**src/rtl/mul_unsigned_seq_if.sv**
```systemverilog
// Operand/result handshake bundle for the sequential unsigned multiplier.
// The master drives operands and result acceptance; the slave is the multiplier.
interface mul_unsigned_seq_if #(
  parameter int WIDTH = 8
);
  logic               in_valid;
  logic               in_ready;
  logic [WIDTH-1:0]   a;
  logic [WIDTH-1:0]   b;
  logic               out_valid;
  logic               out_ready;
  logic [2*WIDTH-1:0] z;

  modport master (
    output in_valid, a, b, out_ready,
    input  in_ready, out_valid, z
  );

  modport slave (
    input  in_valid, a, b, out_ready,
    output in_ready, out_valid, z
  );
endinterface

```
**src/rtl/mul_unsigned_seq.sv**
```systemverilog
// Iterative radix-2 shift-add unsigned multiplier: one adder, WIDTH-cycle latency.
// Optional MUL_SEQ_EARLY_EXIT_EN finishes as soon as the remaining multiplier bits are zero.
module mul_unsigned_seq #(
  parameter int WIDTH = 8
) (
  input  logic              clk,
  input  logic              rst_n,
  mul_unsigned_seq_if.slave bus
);

  localparam int PW    = 2 * WIDTH;
  localparam int CNT_W = $clog2(WIDTH) + 1;
  localparam logic [CNT_W-1:0] LAST_CNT = CNT_W'(WIDTH - 1);

  typedef enum logic [1:0] {
    S_IDLE,
    S_CALC,
    S_DONE
  } state_e;

  state_e           state_q;
  logic [PW-1:0]    acc_q;
  logic [PW-1:0]    mcand_q;
  logic [WIDTH-1:0] mplr_q;
  logic [CNT_W-1:0] cnt_q;
  logic [PW-1:0]    z_q;
  logic             in_ready_q;
  logic             out_valid_q;

  logic [PW-1:0]    acc_d;
  logic [PW-1:0]    mcand_d;
  logic [WIDTH-1:0] mplr_d;
  logic [CNT_W-1:0] cnt_d;
  logic             finish;

  // One CALC step; acc cannot overflow since the final sum is bounded by a*b.
  // NOTE: every always_comb output is assigned on every path, so no latch is inferred.
  always_comb begin
    acc_d   = mplr_q[0] ? (acc_q + mcand_q) : acc_q;
    mcand_d = mcand_q << 1;
    mplr_d  = mplr_q >> 1;
    cnt_d   = cnt_q + CNT_W'(1);
`ifdef MUL_SEQ_EARLY_EXIT_EN
    finish  = (cnt_q == LAST_CNT) || (mplr_d == '0);
`else
    finish  = (cnt_q == LAST_CNT);
`endif
  end

  // NOTE: state is updated with non-blocking assignments so every register samples pre-edge values.
  // NOTE: all datapath registers are reset so an aborted product can never leak out.
  always_ff @(posedge clk or negedge rst_n) begin
    if (!rst_n) begin
      state_q     <= S_IDLE;
      acc_q       <= '0;
      mcand_q     <= '0;
      mplr_q      <= '0;
      cnt_q       <= '0;
      z_q         <= '0;
      in_ready_q  <= 1'b1;
      out_valid_q <= 1'b0;
    end else begin
      case (state_q)
        S_IDLE: begin
          if (bus.in_valid) begin
            mcand_q    <= {{WIDTH{1'b0}}, bus.a};
            mplr_q     <= bus.b;
            acc_q      <= '0;
            cnt_q      <= '0;
            in_ready_q <= 1'b0;
            state_q    <= S_CALC;
          end
        end
        S_CALC: begin
          acc_q   <= acc_d;
          mcand_q <= mcand_d;
          mplr_q  <= mplr_d;
          cnt_q   <= cnt_d;
          if (finish) begin
            z_q         <= acc_d;
            out_valid_q <= 1'b1;
            state_q     <= S_DONE;
          end
        end
        S_DONE: begin
          // z_q is left untouched so the result stays readable until the next load.
          if (bus.out_ready) begin
            out_valid_q <= 1'b0;
            in_ready_q  <= 1'b1;
            state_q     <= S_IDLE;
          end
        end
        default: begin
          out_valid_q <= 1'b0;
          in_ready_q  <= 1'b1;
          state_q     <= S_IDLE;
        end
      endcase
    end
  end

  assign bus.in_ready  = in_ready_q;
  assign bus.out_valid = out_valid_q;
  assign bus.z         = z_q;

endmodule

```
**src/flat_wrapper.sv**
```systemverilog
// flat-port wrapper written by rule: the top's interface ports become plain ports
module mul_unsigned_seq_flat 
#(
  parameter int WIDTH = 8
)
  (clk, rst_n, bus_in_valid, bus_a, bus_b, bus_out_ready, bus_in_ready, bus_out_valid, bus_z);
  mul_unsigned_seq_if #(.WIDTH(WIDTH)) bus_i ();
  input  logic clk;
  input  logic rst_n;
  input wire logic [$bits(bus_i.in_valid)-1:0] bus_in_valid;
  input wire logic [$bits(bus_i.a)-1:0] bus_a;
  input wire logic [$bits(bus_i.b)-1:0] bus_b;
  input wire logic [$bits(bus_i.out_ready)-1:0] bus_out_ready;
  output wire logic [$bits(bus_i.in_ready)-1:0] bus_in_ready;
  output wire logic [$bits(bus_i.out_valid)-1:0] bus_out_valid;
  output wire logic [$bits(bus_i.z)-1:0] bus_z;
  assign bus_i.in_valid = bus_in_valid;
  assign bus_i.a = bus_a;
  assign bus_i.b = bus_b;
  assign bus_i.out_ready = bus_out_ready;
  assign bus_in_ready = bus_i.in_ready;
  assign bus_out_valid = bus_i.out_valid;
  assign bus_z = bus_i.z;
  mul_unsigned_seq #(.WIDTH(WIDTH)) u_core (.clk(clk), .rst_n(rst_n), .bus(bus_i));
endmodule
```
**config.mk**
```make
export PLATFORM = sky130hd
export DESIGN_NAME = mul_unsigned_seq_flat
export DESIGN_NICKNAME = d
export VERILOG_FILES = /design/src/rtl/mul_unsigned_seq_if.sv /design/src/rtl/mul_unsigned_seq.sv /design/src/flat_wrapper.sv
export SDC_FILE = /design/constraint.sdc
export NUM_CORES = 1
export LEC_CHECK = 0
export CAP_MARGIN = 20
export CORE_MARGIN = 2
export CORE_UTILIZATION = 57
export CTS_CLUSTER_DIAMETER = 80
export DETAILED_ROUTE_END_ITERATION = 8
export PLACE_DENSITY = 0.8
export SKIP_CTS_REPAIR_TIMING = 1
export SYNTH_ARGS = -nofsm -noshare
export SYNTH_HDL_FRONTEND = slang
export SYNTH_SLANG_ARGS = --single-unit
export TNS_END_PERCENT = 20
```
**constraint.sdc**
```tcl
create_clock -name clk -period 3.5 [get_ports clk]
set_input_delay 0.7 -clock clk [delete_from_list [all_inputs] [get_ports clk]]
set_output_delay 0.7 -clock clk [all_outputs]
set_load 0.1 [all_outputs]
```
==> run_results.csv <==
group,metric,value,unit
drt,drt-initial-drc-count,141,
cells_and_area,antenna_cells_inserted,0,
die,core,5960,µm²
worst_hold_path,hold-path-cell-count,2,
sta,fin_crit_sh,77.5,%
sta,final.min_clock_period,2710,ps
grt,global_route.usage.total,25.0,%
status,status,"finished, final reports clean",
sta,setup_total_negative_slack,0,ps
die,start_util,59.4,%
drt,post_drt_wl_per_cell,16.2,µm
clocking,clk_pin_slew_worst_paths,70,ps
setup_path,reg2reg_depth,9,
sta,final-max-slew-violation-count,0,
setup_path,critical_path.max_fanout,5,
grt,grt_pass1_vias,2645,
drt,drtAntennaViolNets,0,
yosys,syn_area_per_cell,10.1,µm²
die,rows,28,
cells_and_area,fin_nets,420,
yosys,yosysUniqueCellTypes,51,
sta,max_freq,0.369,GHz
yosys,synth_area_leaders,"dfrtp_1, a22o_1, ha_1, o21ai_0, nand2_1",
setup_path,cp.required,3740,ps
yosys,synth_top_family_by_area,"compound AO/OA/AOI/OAI gates",
worst_hold_path,min_from,"u_core.bus.z[11]",
die,die_area,6850,µm²
grt,grt_start_max_net_pins,65,
yosys,dominantRegCellSynth,"dfrtp_1",
yosys,parity_gate_share_of_the_synthesized_area_counting_xor_and_xnor_cells,3.47,%
clocking,clock_sink_count,64,
yosys,number_of_enable_type_register_cells_in_the_synthesized_netlist,0,
drt,route.detailed.drc,0,
die,chipWidth,82.8,µm
yosys,yosysTopAreaCellShare,44.6,%
yosys,yosys-mux-area-fraction,3.96,%
grt,antenna_found_initial,0,
clocking,tritoncts.num_buffers,9,
setup_path,timing_worst_setup_path_type,"reg -> reg",
sta,skew,10.4,ps
yosys,synthArstFlopShare,100,%
yosys,synthesis.area,3540,µm²
placement,port_buffers,37,
cells_and_area,mostFrequentLayoutCell,"dfrtp_1",
yosys,synthSimpleGateAreaFrac,14.8,%
sta,timing.final.setup_violations,0,
cells_and_area,fraction_of_final_layout_cells_sized_beyond_drive_strength_1,9.02,%
placement,gpl.final_weighted_congestion,0.852,
cells_and_area,most_frequent_cells_in_the_layout,"dfrtp_1, nand2_1, o21ai_0",
sta,rsz_0062_raised_after_global_routing,"false",
die,fp.dieH,82.8,µm
setup_path,regToRegSetupSlack,790,ps
drt,first_pass_iters,4,
grt,global_route.overflow_total,0,
setup_path,timing.critical_path.to_type,"flip-flop",
drt,route.detailed.vias_per_inst,5.87,
drt,vias,2718,
sta,max-slew-margin-rel,33.7,%
clocking,number_of_levels_the_h_tree_was_split_into,3,
yosys,synthCells,351,
yosys,synth_top_area_cell,"dfrtp_1",
power,peak_ir_drop_on_the_vdd_network,0.000617,V
power,power_leakage,1.96,nW
yosys,synthesized_net_count,388,
worst_hold_path,hold_path.class,"reg -> reg",
setup_path,rr_endpoint,"u_core.bus.z[14]",
yosys,number_of_synthesized_register_bits,64,
clocking,clock_insertion_delay_worst_skew,340,ps
power,power.density_cell_area,925,nW/µm²
sta,finalHoldViolations,0,
yosys,yosys.area_share.adder,6.22,%
placement,dp_slack,810,ps
setup_path,cp.arrival,2960,ps
clocking,clockRootBuffer,"clkbuf_8",
run,cap_viol_max_count,0,
yosys,yosys_warnings,0,
cells_and_area,areaGrowthSynthToFinish,16.9,%
worst_hold_path,holdPathEnd,"u_core.bus.z[11]",
die,io-pin-count,38,
sta,smallest_setup_slack_after_layout,789,ps
setup_path,r2r_start,"u_core.mcand_q[0]",
setup_path,timing.critical_path.from_type,"flip-flop",
clocking,maximum_number_of_buffers_from_clock_root_to_sink,2,
clocking,cts_tree,"done",
drt,wirelength,7510,µm
placement,dp.final_hpwl,5260,µm
grt,global_route_wire_length_before_repair,12700,µm
yosys,synth_compound_gate_area_share,23.4,%
sta,worst_slew_pin_slew,991,ps
yosys,synth.yosys.seq_area_share,45.3,%
report_power, final:
part           internal, mW  switching (mW)  leakage [nW]
logic                 0.641            1.33          1.02
clock network         0.366           0.275         0.103
registers              1.00           0.210         0.842
state kept, by name, indices dropped and copies added (netlist names):
| signal | count |
|---|---|
| u_core.bus.z | 16 |
| u_core.mplr_q | 8 |
| u_core.acc_q | 16 |
| u_core.state_q | 2 |
| u_core.bus.in_ready | 1 |
| u_core.bus.out_valid | 1 |
| u_core.cnt_q | 4 |
| u_core.mcand_q | 16 |
critical path, stage by stage (launching register included):
cell       delay [ps]
dfrtp_1           410
ha_1              270
fa_1              420
a21o_2            250
a221oi_2          440
nor3_2            120
a2111oi_4         300
xnor2_1           180
mux2i_1            90
o21ai_0           140
cells by family after synthesis:
group	count (synthesis)
compound gates	120
fa+ha+maj	17
simple gates	100
flops	64
xor+xnor	14
buf+inv	22
mux	14
how the worst max path moves through the flow:
stage | startpoint | end | depth (start not counted)
floorplan | u_core.mcand_q[0] | u_core.bus.z[14] | 9
global placement | u_core.mcand_q[0] | u_core.bus.z[14] | 9
detailed placement | u_core.mcand_q[0] | u_core.bus.z[14] | 9
CTS | u_core.mcand_q[0] | u_core.bus.z[14] | 9
global route | u_core.mcand_q[0] | u_core.bus.z[14] | 9
finish | u_core.mcand_q[0] | u_core.bus.z[14] | 9
stage by stage:
| step | cell area, µm² | hold WS, ps | std cells | util [%] | power [mW] |
|---|---|---|---|---|---|
| 2_1_floorplan | 3540 | 404 | 351 | - | 2.73 |
| 3_3_place_gp | 3930 | 463 | 446 | 66.0 | 3.13 |
| 3_5_place_dp | 3930 | 469 | 446 | 66.0 | 3.19 |
| 4_1_cts | 4130 | 485 | 462 | 69.3 | 3.83 |
| 5_1_grt | 4140 | 509 | 463 | 69.5 | 4.08 |
| 6_report | 4140 | 480 | 463 | 69.5 | 3.83 |
layer usage:
metal,share of wire [%],global-route usage (%),wire length (µm),vias up
li1,-,-,-,1348
met4,1.1,8.03,79,0
met5,0,0,0,-
met2,46,37.6,3480,59
met1,48,35.1,3620,1302
met3,4.4,6.82,330,9
cells in the mapped netlist (2+ instances only):
cell and n:
a21oi_1 31, nand2b_1 4, dfrtp_1 63, nor2b_1 3, and3_1 3, nor3_2 2
buf_4 2, o21a_1 3, a22o_1 23, a21o_2 2, nand2_1 45, mux2i_1 14
and3b_1 14, o21bai_1 2, a31oi_1 2, ha_1 16, nor2_1 12, clkbuf_1 17
o21ai_0 40, nand3_1 6, nor3_1 2, xor2_1 6, xnor2_1 8, a21o_1 4
final cells by class:
| class | instances | area, µm² |
|---|---|---|
| clock buffers | 13 | 159 |
| clock inverters | 3 | 40.0 |
| fillers | 449 | 1820 |
| inverters | 1 | 3.75 |
| multi-input cells | 265 | 1840 |
| flip-flops and latches | 64 | 1600 |
| well taps | 75 | 93.8 |
| repair buffers | 42 | 400 |
No activity file was read; power rests on OpenSTA's default activity.
